<file path="config.mk">
export PLATFORM = sky130hd
export DESIGN_NAME = hazard_ctrl
export DESIGN_NICKNAME = d
export VERILOG_FILES = /design/src/rtl/hazard_ctrl.sv
export SDC_FILE = /design/constraint.sdc
export NUM_CORES = 1
export LEC_CHECK = 0
export ABC_AREA = 1
export BUFFER_PORTS_ARGS = -buffer_cell sky130_fd_sc_hd__buf_2
export CORE_MARGIN = 10
export CORE_UTILIZATION = 48
export DETAILED_ROUTE_END_ITERATION = 16
export PLACE_DENSITY = 0.85
export SYNTH_ARGS = -nofsm -noshare
export SYNTH_HDL_FRONTEND = slang
export SYNTH_SLANG_ARGS = --single-unit
</file>
<file path="constraint.sdc">
create_clock -name clk -period 3.8 [get_ports clk]
set_input_delay 0.19 -clock clk [delete_from_list [all_inputs] [get_ports clk]]
set_output_delay 0.19 -clock clk [all_outputs]
set_load 0.05 [all_outputs]
</file>
<file path="src/rtl/hazard_ctrl.sv">
// Pipeline hazard unit: EX-stage operand forwarding, load-use stall and a
// multi-cycle multiply/divide stall sequencer.
module hazard_ctrl (
    input  logic       clk,
    input  logic       rst,
    input  logic [4:0] rsD,
    input  logic [4:0] rtD,
    input  logic       branchTakenD,
    input  logic       jumpD,
    input  logic [4:0] rsE,
    input  logic [4:0] rtE,
    input  logic [4:0] writeRegE,
    input  logic       Regfile_weE,
    input  logic       memToRegE,
    input  logic       mdStartE,
    input  logic       mdDivE,
    input  logic [4:0] writeRegM,
    input  logic       Regfile_weM,
    input  logic [4:0] writeRegW,
    input  logic       Regfile_weW,
    output logic       stallF,
    output logic       stallD,
    output logic       stallE,
    output logic       flushD,
    output logic       flushE,
    output logic       flushM,
    output logic [1:0] fwdAE,
    output logic [1:0] fwdBE,
    output logic       mdBusy,
    output logic       mdDone
);

    typedef enum logic [1:0] {StIdle, StBusy, StLast} md_state_e;

    md_state_e  state_q, state_d;
    logic [4:0] cnt_q, cnt_d;
    logic       md_stall;
    logic       load_use;
    logic [1:0] fwd_a, fwd_b;

    // MEM result wins over WB; r0 is hard-wired zero and never forwarded.
    function automatic logic [1:0] fwd_sel(input logic [4:0] src,
                                           input logic       we_m,
                                           input logic [4:0] reg_m,
                                           input logic       we_w,
                                           input logic [4:0] reg_w);
        logic [1:0] sel;
        sel = 2'b00;
        if (we_m && (reg_m != 5'd0) && (reg_m == src)) begin
            sel = 2'b10;
        end else if (we_w && (reg_w != 5'd0) && (reg_w == src)) begin
            sel = 2'b01;
        end
        return sel;
    endfunction

    always_ff @(posedge clk) begin
        if (!rst) begin
            state_q <= StIdle;
            cnt_q   <= 5'd0;
        end else begin
            state_q <= state_d;
            cnt_q   <= cnt_d;
        end
    end

    always_comb begin
        state_d = state_q;
        cnt_d   = cnt_q;
        unique case (state_q)
            StIdle: begin
                if (mdStartE) begin
                    state_d = StBusy;
                    cnt_d   = mdDivE ? 5'd30 : 5'd2;
                end
            end
            StBusy: begin
                if (cnt_q != 5'd0) begin
                    cnt_d = cnt_q - 5'd1;
                end else begin
                    state_d = StLast;
                end
            end
            // mdStartE is still high for the finishing instruction; ignore it here.
            StLast: state_d = StIdle;
            default: state_d = StIdle;
        endcase
    end

    always_comb begin
        md_stall = ((state_q == StIdle) && mdStartE) || (state_q == StBusy);
        load_use = memToRegE && Regfile_weE && (writeRegE != 5'd0) &&
                   ((writeRegE == rsD) || (writeRegE == rtD));
        fwd_a    = fwd_sel(rsE, Regfile_weM, writeRegM, Regfile_weW, writeRegW);
        fwd_b    = fwd_sel(rtE, Regfile_weM, writeRegM, Regfile_weW, writeRegW);
    end

    always_comb begin
        stallF = 1'b0;
        stallD = 1'b0;
        stallE = 1'b0;
        flushD = 1'b0;
        flushE = 1'b0;
        flushM = 1'b0;
        fwdAE  = 2'b00;
        fwdBE  = 2'b00;
        mdBusy = 1'b0;
        mdDone = 1'b0;
        if (rst) begin
            stallF = md_stall | load_use;
            stallD = md_stall | load_use;
            stallE = md_stall;
            // A held fetch must not also lose its instruction to a redirect.
            flushD = (branchTakenD | jumpD) & ~(md_stall | load_use);
            flushE = load_use & ~md_stall;
            flushM = md_stall;
            fwdAE  = fwd_a;
            fwdBE  = fwd_b;
            mdBusy = (state_q == StBusy) || (state_q == StLast);
            mdDone = (state_q == StLast);
        end
    end

endmodule

</file>
==> results.cfg <==
[status]
status = complete, no violations

[power]
ir_drop_mv = 0.311
power_density_nw_per_um2 = 490
p_seq_frac = 0.183
p_leak_nw = 0.835
power.share.clock = 0.100
p_total_uw = 674
comb_power_share = 0.716
p_int_uw = 301
sw_frac_of_total = 0.554
switching_power_uw = 373

[die]
ios = 57
initial_core_util = 0.525
die-area_sq_um = 4490
dieWidth_um = 67.0
die_y_um = 67.0
core_sq_um = 2020
num_rows = 16

[critical_path]
cp_data_arrival_time_ps = 1890
cpPeakStageDelay_ps = 350
cp_max_fo = 12
critPathLaunchType = flop
critPathBufInv = 2
worstSetupPathType = flop to output port
worstPathRequired_ps = 3610
slowest_stage = a21oi_1
path_delay_family = compound AO/OA/AOI/OAI gates
path_cells = inv_1 -> ha_1 -> a21oi_1 -> o211ai_1 -> a21oi_1 -> buf_2
end_kind = output port
crit_top_cell = a21oi_1

[hold_path]
holdCritPathClass = primary input to flop

[logic_synthesis]
ys_warn_count = 0
synth_compound_area_frac = 0.103
synth_top_family_by_area = simple AND/OR/NAND/NOR gates
synth-seq-area-share = 0.132
synth_nets = 241
synth.area.mux_share = 0
synthSimpleGateAreaFrac = 0.397
synth-xor-area-share = 0.157
syn-cell-area_sq_um = 1060
synth_fa_ha_area_frac = 0.0708
synth_cells = 190
ys_types = 24
ys_ff_latch = 7
syn_avg_cell_area_sq_um = 5.58

[sta]
fin_skew_ps = 8.74
setup_ws_ps = 1720
slew_viol_final = 0
finalSetupViolations = 0
max-slew-margin-rel = 0.753
worst-slew-pin-transition_ps = 371
final_hold_viol_count = 0
finalSetupTns_ps = 0
period_share = 0.546
fin_crit_ps = 2080
fmax_ghz = 0.482
rsz0062_at_grt = no

[global_route]
antenna_found_initial = 0
grt_start_max_net_pins = 13
gr-total-overflow = 0
grt_usage = 0.131
grt_pass1_vias = 1179
grt_pass1_wl_um = 4850

[job]
maxCapViolations = 0

[clock_network]
clock_path_buffers = 2
cts_resized = 0
htreeDepth = 1
clock_latency_ps = 250
numCtsBuffers = 3
hold_buffers = 0
clockRootBuffer = clkbuf_4
clock-sinks = 7
clk_pin_slew_ps = 60
cts_setup_buffers = 0
cts_tree = built

[routing]
ant_nets = 0
dr_total_vias = 1239
drc = 0
drt_iter0_drc = 46
wl_um = 2910
viasPerCell = 4.54
routedWlPerCell_um = 10.7
firstDrtPassIters = 4

[final_layout]
syn2layout_area_growth_pct = 29.7
fin_nets = 298
drive_above_1_share = 0.289
fillCellCount = 212
final_area_sq_um = 1380
num_antenna_cells = 0
final_util = 0.681

[placed_design]
placed_cell_area_sq_um = 1350
dp_hpwl_um = 2640
dpl_worst_slack_ps = 2000
numPortBuffers = 56
gp_congestion = 0.800
## Yosys cell counts, drive strengths merged
library cell,instances,share of area
inv,33,0.12
nand3b,1,0.0071
nand3,12,0.061
nand2,50,0.19
nand4,1,0.0059
ha,6,0.071
o21ai,9,0.042
nor2b,1,0.0059
xor2,10,0.083
o211ai,1,0.0071
dfxtp,7,0.13
nor2,33,0.12
nor3,2,0.0094
a21oi,10,0.047
xnor2,9,0.074
buf,4,0.024
a31oi,1,0.0059
## power by group through the flow
stage                     clock network (mW)  registers, mW  logic (mW)
final                                 0.0677          0.124       0.483
after global routing                  0.0740          0.126       0.546
after CTS                             0.0693          0.123       0.486
after detailed placement                   0          0.124       0.485
after global placement                     0          0.123       0.477
after floorplan                            0          0.121       0.386
## tightest hold or removal path, delay by kind of cell
| kind | cells | cell delay (ps) |
|---|---|---|
| and+or+nand+nor | 2 | 120 |
| buffers and inverters | 1 | 170 |
## registers in the layout, indices dropped and copies added, names as in the netlist
register / flops
state_q: 2
cnt_q: 5
## per-stage QoR
step / hold WS [ps] / cells
after floorplan: 376 / 190
after global placement: 456 / 269
after detailed placement: 455 / 269
after CTS: 273 / 273
after global routing: 300 / 273
final: 275 / 273
## final cells by class
cell class	instances	area, sq um	area share
multi-input combinational	146	772	0.561
sequential	7	140	0.102
inverter	33	124	0.0900
clock buffer	4	26.3	0.0191
tap	27	33.8	0.0245
timing repair buffer	56	280	0.204
## kinds of logic after synthesis
family                     Yosys count
AOI/OAI and AO/OA                   21
xor gates and xnor gates            19
adders and majority gates            6
and+or+nand+nor                    100
buffers and inverters               37
DFF                                  7
## placed cells by master, fill, tap and decap left out
| master | instances |
|---|---|
| a21oi_1 | 10 |
| a31oi_1 | 1 |
| buf_2 | 56 |
| clkbuf_1 | 1 |
| clkbuf_4 | 3 |
| dfxtp_1 | 7 |
| ha_1 | 6 |
| inv_1 | 26 |
| inv_2 | 7 |
| nand2_1 | 47 |
| nand2_2 | 2 |
| nand2_4 | 1 |
| nand3_1 | 11 |
| nand3_2 | 1 |
| nand3b_1 | 1 |
| nand4_1 | 1 |
| nor2_1 | 32 |
| nor2_2 | 1 |
| nor2b_1 | 1 |
| nor3_1 | 2 |
| o211ai_1 | 1 |
| o21ai_0 | 4 |
| o21ai_1 | 5 |
| xnor2_1 | 9 |
| xor2_1 | 10 |
## final timing paths
kind                            startpoint  endpoint  slack (ps)  cells after the start
worst max-delay path            state_q[1]    flushD        1720                      6
worst min-delay path                   rst  cnt_q[4]         270                      3
worst max register to register  state_q[1]  cnt_q[2]        2240                      7
worst min register to register    cnt_q[1]  cnt_q[1]         460                      2
## metal layers
metal	up-vias	track usage	wire (um)
met2	42	0.241	1430
met5	-	0	0
li1	689	-	-
met3	2	0.0468	257
met4	0	0.0231	6
met1	506	0.140	1210
(Power assumes the default switching activity.)
